**src/rtl/fan_pwm_controller.sv**
```systemverilog
// Fan speed controller: debounced next/off buttons drive a 4-state speed FSM whose
// target duty is approached by a per-period ramp feeding a glitch-free registered PWM.
module fan_pwm_controller #(
   parameter int PERIOD          = 1000,
   parameter int CNT_W           = 10,
   parameter int DUTY_LOW        = 250,
   parameter int DUTY_MID        = 500,
   parameter int DUTY_HIGH       = 750,
   parameter int RAMP_STEP       = 50,
   parameter int DEBOUNCE_CYCLES = 10000
) (
   input  logic             i_clk,
   input  logic             i_reset,
   input  logic             i_btn_next,
   input  logic             i_btn_off,
   output logic             o_pwm,
   output logic [1:0]       o_state,
   output logic [CNT_W-1:0] o_duty
);

   localparam int DB_W = $clog2(DEBOUNCE_CYCLES + 1);
   localparam int W1   = CNT_W + 1;

   localparam logic [DB_W-1:0]  DB_LAST  = DB_W'(DEBOUNCE_CYCLES - 1);
   localparam logic [CNT_W-1:0] CNT_LAST = CNT_W'(PERIOD - 1);
   localparam logic [CNT_W-1:0] T_LOW    = CNT_W'(DUTY_LOW);
   localparam logic [CNT_W-1:0] T_MID    = CNT_W'(DUTY_MID);
   localparam logic [CNT_W-1:0] T_HIGH   = CNT_W'(DUTY_HIGH);
   localparam logic [W1-1:0]    STEP_W   = W1'(RAMP_STEP);

   typedef enum logic [1:0] {
      ST_OFF  = 2'd0,
      ST_LOW  = 2'd1,
      ST_MID  = 2'd2,
      ST_HIGH = 2'd3
   } state_e;

   // Button index 0 = next, 1 = off.
   logic [1:0]      btn_raw_s;
   logic [1:0]      sync1_q, sync2_q;
   logic [1:0]      level_q, level_d;
   logic [1:0]      press_q, press_d;
   logic [DB_W-1:0] db_cnt_q [2];
   logic [DB_W-1:0] db_cnt_d [2];

   state_e          state_q, state_d;
   logic [CNT_W-1:0] target_s;

   logic [CNT_W-1:0] cnt_q, cnt_d;
   logic [CNT_W-1:0] duty_q, duty_d;
   logic             off_pend_q, off_pend_d;
   logic             pwm_q, pwm_d;
   logic             boundary_s;

   logic [W1-1:0]    cur_w, tgt_w, up_w, ramp_w;

   assign btn_raw_s = {i_btn_off, i_btn_next};

   // Two-flop synchronizers for both raw buttons.
   always_ff @(posedge i_clk or negedge i_reset) begin
      if (!i_reset) begin
         sync1_q <= 2'b00;
         sync2_q <= 2'b00;
      end else begin
         sync1_q <= btn_raw_s;
         sync2_q <= sync1_q;
      end
   end

   // Debounce: count consecutive disagreeing cycles, accept the level after the full run.
   always_comb begin
      level_d = level_q;
      press_d = 2'b00;
      for (int i = 0; i < 2; i++) begin
         db_cnt_d[i] = db_cnt_q[i];
         if (sync2_q[i] != level_q[i]) begin
            if (db_cnt_q[i] == DB_LAST) begin
               level_d[i]  = sync2_q[i];
               press_d[i]  = sync2_q[i];
               db_cnt_d[i] = {DB_W{1'b0}};
            end else begin
               db_cnt_d[i] = db_cnt_q[i] + DB_W'(1);
            end
         end else begin
            db_cnt_d[i] = {DB_W{1'b0}};
         end
      end
   end

   // Debounce state and registered one-cycle press pulses.
   always_ff @(posedge i_clk or negedge i_reset) begin
      if (!i_reset) begin
         level_q <= 2'b00;
         press_q <= 2'b00;
         for (int i = 0; i < 2; i++) begin
            db_cnt_q[i] <= {DB_W{1'b0}};
         end
      end else begin
         level_q <= level_d;
         press_q <= press_d;
         for (int i = 0; i < 2; i++) begin
            db_cnt_q[i] <= db_cnt_d[i];
         end
      end
   end

   // Speed FSM state register.
   always_ff @(posedge i_clk or negedge i_reset) begin
      if (!i_reset) begin
         state_q <= ST_OFF;
      end else begin
         state_q <= state_d;
      end
   end

   // Speed FSM next state: off press has priority over next press.
   always_comb begin
      state_d = state_q;
      if (press_q[1]) begin
         state_d = ST_OFF;
      end else if (press_q[0]) begin
         case (state_q)
            ST_OFF:  state_d = ST_LOW;
            ST_LOW:  state_d = ST_MID;
            ST_MID:  state_d = ST_HIGH;
            ST_HIGH: state_d = ST_OFF;
            default: state_d = ST_OFF;
         endcase
      end else begin
         state_d = state_q;
      end
   end

   // Speed FSM output: target duty for each speed.
   always_comb begin
      target_s = {CNT_W{1'b0}};
      case (state_q)
         ST_OFF:  target_s = {CNT_W{1'b0}};
         ST_LOW:  target_s = T_LOW;
         ST_MID:  target_s = T_MID;
         ST_HIGH: target_s = T_HIGH;
         default: target_s = {CNT_W{1'b0}};
      endcase
   end

   assign boundary_s = (cnt_q == CNT_LAST);
   assign cur_w      = {1'b0, duty_q};
   assign tgt_w      = {1'b0, target_s};
   assign up_w       = cur_w + STEP_W;

   // Ramp toward target in CNT_W+1 bits, saturating at the target in both directions.
   always_comb begin
      ramp_w = cur_w;
      if (cur_w < tgt_w) begin
         if (up_w >= tgt_w) begin
            ramp_w = tgt_w;
         end else begin
            ramp_w = up_w;
         end
      end else if (cur_w > tgt_w) begin
         if (cur_w >= (tgt_w + STEP_W)) begin
            ramp_w = cur_w - STEP_W;
         end else begin
            ramp_w = tgt_w;
         end
      end else begin
         ramp_w = cur_w;
      end
   end

   // Period counter, duty update only at the period boundary, pending off-clear.
   always_comb begin
      cnt_d      = cnt_q + CNT_W'(1);
      duty_d     = duty_q;
      off_pend_d = off_pend_q;
      if (boundary_s) begin
         cnt_d      = {CNT_W{1'b0}};
         off_pend_d = 1'b0;
         if (off_pend_q || press_q[1]) begin
            duty_d = {CNT_W{1'b0}};
         end else begin
            duty_d = CNT_W'(ramp_w);
         end
      end else if (press_q[1]) begin
         off_pend_d = 1'b1;
      end else begin
         off_pend_d = off_pend_q;
      end
      pwm_d = (cnt_q < duty_q);
   end

   // PWM counter, applied duty and registered fan drive.
   always_ff @(posedge i_clk or negedge i_reset) begin
      if (!i_reset) begin
         cnt_q      <= {CNT_W{1'b0}};
         duty_q     <= {CNT_W{1'b0}};
         off_pend_q <= 1'b0;
         pwm_q      <= 1'b0;
      end else begin
         cnt_q      <= cnt_d;
         duty_q     <= duty_d;
         off_pend_q <= off_pend_d;
         pwm_q      <= pwm_d;
      end
   end

   assign o_pwm   = pwm_q;
   assign o_state = state_q;
   assign o_duty  = duty_q;

endmodule

```
**config.mk**
```make
export PLATFORM = sky130hd
export DESIGN_NAME = fan_pwm_controller
export DESIGN_NICKNAME = d
export VERILOG_FILES = /design/src/rtl/fan_pwm_controller.sv
export SDC_FILE = /design/constraint.sdc
export NUM_CORES = 1
export LEC_CHECK = 0
export ABC_AREA = 1
export BUFFER_PORTS_ARGS = -buffer_cell sky130_fd_sc_hd__buf_2
export CAP_MARGIN = 40
export CORE_MARGIN = 2
export CORE_UTILIZATION = 35
export DETAILED_ROUTE_END_ITERATION = 8
export PLACE_DENSITY = 0.58
export SLEW_MARGIN = 5
export SYNTH_ARGS = -nofsm -noshare
export SYNTH_HDL_FRONTEND = slang
export SYNTH_SLANG_ARGS = --single-unit
```
**constraint.sdc**
```tcl
create_clock -name i_clk -period 7.8 [get_ports i_clk]
set_input_delay 1.56 -clock i_clk [delete_from_list [all_inputs] [get_ports i_clk]]
set_output_delay 1.56 -clock i_clk [all_outputs]
set_load 0.005 [all_outputs]
```
==> summary.txt <==
Critical path
  • Crit start category: register
  • WP data arrival: 3.83 ns
  • Critical Path End Type: register
  • Setup Crit Path Kind: register to register
  • R2R Path End: o_duty[4]
  • Required @ worst endpoint: 8.06 ns
  • Crit Path Max Fanout: 11
  • Reg-to-Reg Start: o_state[1]
  • R2r setup slk: 4.23 ns
  • Worst-case reg-to-reg path depth: 14

Yosys
  • Post-Syn Area: 4200 sq um
  • EDFF count, synth: 0
  • Sequential area share after synthesis: 0.352
  • Main synth FF type: dfrtp_1
  • Synth Warn #: 0
  • Syn Inst Count: 545
  • Mapped Nets: 594
  • Ys async rst share: 1.00
  • Post-synth top area share: 0.352
  • FF+latch count, synth: 59
  • Avg Synthesized Cell Area: 7.71 sq um
  • Yosys top cell by area: dfrtp_1
  • Area contributors post-synth: dfrtp_1 (35%), ha_1 (13%), nand2_1 (10%), inv_1 (7.4%), nand3_1 (5.4%)
  • Netlist cell types: 41

STA
  • Rel. slew slack: 0.435
  • Endpoints failing setup: 0
  • RSZ-0062 raised after global routing: false
  • Tightest Pin Transition: 0.839 ns
  • Tmin final: 3.57 ns
  • Max-slew violations: 0
  • PnR worst setup slack: 4.23 ns
  • Sum Neg Setup Slack: 0 ns
  • Worst Skew: 0.00489 ns
  • Fin crit share: 0.458
  • Max Fclk: 280 MHz
  • Final hold violation count: 0

Hold path
  • Hold path start: sync1_q[1]
  • Type of the tightest min-delay check: register to register
  • Hold Path Sink: sync2_q[1]
  • Hold depth: 0

Cells and area
  • Most frequent cells in the layout: nand2_1 (112), inv_1 (83), dfrtp_1 (59)
  • Layout Nets: 618
  • Syn-to-layout area delta: 13.3%
  • Share of layout cells above drive strength 1: 0.101
  • Non-filler cells, final: 721
  • Most common cell after layout, fill and taps aside: nand2_1
  • Final Core Density: 0.401
  • Antenna diodes: 0

Drt
  • DRT iter0 DRCs: 161
  • Detailed Route WL: 9.67 mm
  • Vias per cell: 4.94
  • Wire length per cell: 13.4 um
  • Routed Antenna Nets: 0
  • Via count: 3,562
  • First-pass DRT Iterations: 4
  • Drt drc: 0

Clock network
  • Hold Buf Count CTS: 0
  • Resized cells post-CTS: 0
  • Clock latency on the worst-skew pair: 0.32 ns
  • Sink Count: 59
  • Root buffer cell: clkbuf_16
  • Postcts setup bufs: 0
  • H-Tree Depth: 3
  • Clock slew at reported path FFs: 0.05 ns
  • Number of buffers created by CTS: 9
  • TritonCTS clock tree: done
  • Max Buffers Root-to-Sink: 2

Floorplan
  • # rows: 40
  • Die area: 12,900 sq um
  • DIE HEIGHT: 114 um
  • Core Box Area: 11,900 sq um
  • DIE WIDTH: 114 um
  • Initial Util: 0.354
  • # IOs: 17

GRT
  • GR Util All Layers: 0.163
  • Congestion Overflow GR: 0
  • Largest net degree at the start of global routing: 60
  • Initial antenna violation count: 0
  • Global-route wire length before repair: 16.9 mm
  • Vias in the first global route: 3,541

Place
  • Port buffer count: 15
  • HPWL Detailed: 7.35 mm
  • Dpl cells: 705
  • Dpl ws: 4.26 ns
  • Gpl congestion: 0.914

Status
  • Status: finished clean

Power
  • Leakage: 2.44 nW
  • Cell Pwr Density: 157 nW/um^2
  • VDD IR-drop max: 0.000118 V

Run
  • Max_cap viols: 0
[synthesized netlist by cell type, types with 2 or more instances]
| cell | n |
|---|---|
| a31oi_1 | 3 |
| inv_2 | 3 |
| a21oi_1 | 28 |
| nand2_2 | 6 |
| nand4_1 | 18 |
| ha_1 | 45 |
| and3_1 | 2 |
| nand3b_1 | 2 |
| xnor2_1 | 4 |
| inv_1 | 83 |
| nor2_1 | 50 |
| nand3_2 | 6 |
| nor2_4 | 2 |
| dfrtp_1 | 59 |
| nor3b_2 | 2 |
| nand3_1 | 45 |
| xor2_1 | 16 |
| o21bai_1 | 2 |
| nand2_1 | 112 |
| or2_2 | 2 |
| o21ai_0 | 20 |
| nor3_1 | 16 |
[cells by family after synthesis]
logic type                 Yosys count  share of synthesized area
AOI/OAI and AO/OA                   59                     0.0780
xor gates and xnor gates            20                     0.0417
adders and majority gates           45                      0.134
buffers and inverters               90                     0.0840
DFF                                 59                      0.352
other                                1                   0.000893
and+or+nand+nor                    271                      0.310
[stage by stage]
| step | cell area, sq um | power (W) | hold WS (ns) |
|---|---|---|---|
| detailed placement | 4440 | 0.000333 | 0.339 |
| global route | 4760 | 0.000782 | 0.363 |
| floorplan | 4200 | 0.000324 | 0.331 |
| CTS | 4760 | 0.000759 | 0.351 |
| global placement | 4440 | 0.000333 | 0.337 |
| finish | 4760 | 0.000747 | 0.349 |
[registers in the layout, summed over array words and instances, names as in the netlist, 2 cells and up]
| name | count |
|---|---|
| db_cnt_q | 28 |
| cnt_q | 10 |
| o_duty | 9 |
| level_q | 2 |
| o_state | 2 |
| press_q | 2 |
| sync1_q | 2 |
| sync2_q | 2 |
[cell type report]
| cell class | count | area [sq um] |
|---|---|---|
| tap | 147 | 184 |
| sequential | 59 | 1480 |
| clock inverter | 4 | 73.8 |
| clock buffer | 12 | 246 |
| fill | 1187 | 7100 |
| multi-input combinational | 396 | 2370 |
| timing repair buffer | 16 | 82.6 |
| inverter | 87 | 327 |
[how the worst max path moves through the flow]
stage                    start        end  slack [ns]  depth (start not counted)
finish              o_state[1]  o_duty[4]        4.23                         14
global route        o_state[1]  o_duty[3]        3.84                         14
CTS                 o_state[1]  o_duty[4]        4.24                         14
detailed placement  o_state[1]  o_duty[4]        4.26                         14
global placement    o_state[1]  o_duty[3]        4.40                         14
floorplan           o_state[1]  o_duty[1]        5.08                         18
[power by group]
group / leakage, nW / total (W) / internal [W] / switching [W]
clock network: 0.157 / 0.000420 / 0.000288 / 0.000132
registers: 0.796 / 0.000313 / 0.000310 / 0.00000248
logic: 1.49 / 0.0000148 / 0.00000392 / 0.0000109
[routing by layer]
metal	GRT usage	part of all wire	up-vias
met3	0.0356	0.038	16
met1	0.214	0.48	1639
li1	-	-	1830
met4	0.0691	0.023	0
met5	0	0	-
met2	0.262	0.46	77
[critical path, cell delays in order (launching register included)]
cell and delay (ns):
dfrtp_1 0.44, inv_1 0.18, ha_1 0.47, inv_1 0.18, o21ai_0 0.36, ha_1 0.38, a21oi_1 0.15, nor2_1 0.05
o21ai_0 0.16, nand3b_1 0.37, nand2_1 0.20, nand2_2 0.16, nor2_4 0.24, nand3_1 0.11, nand2_1 0.07
Note: power is estimated with default switching activity, not from simulation.
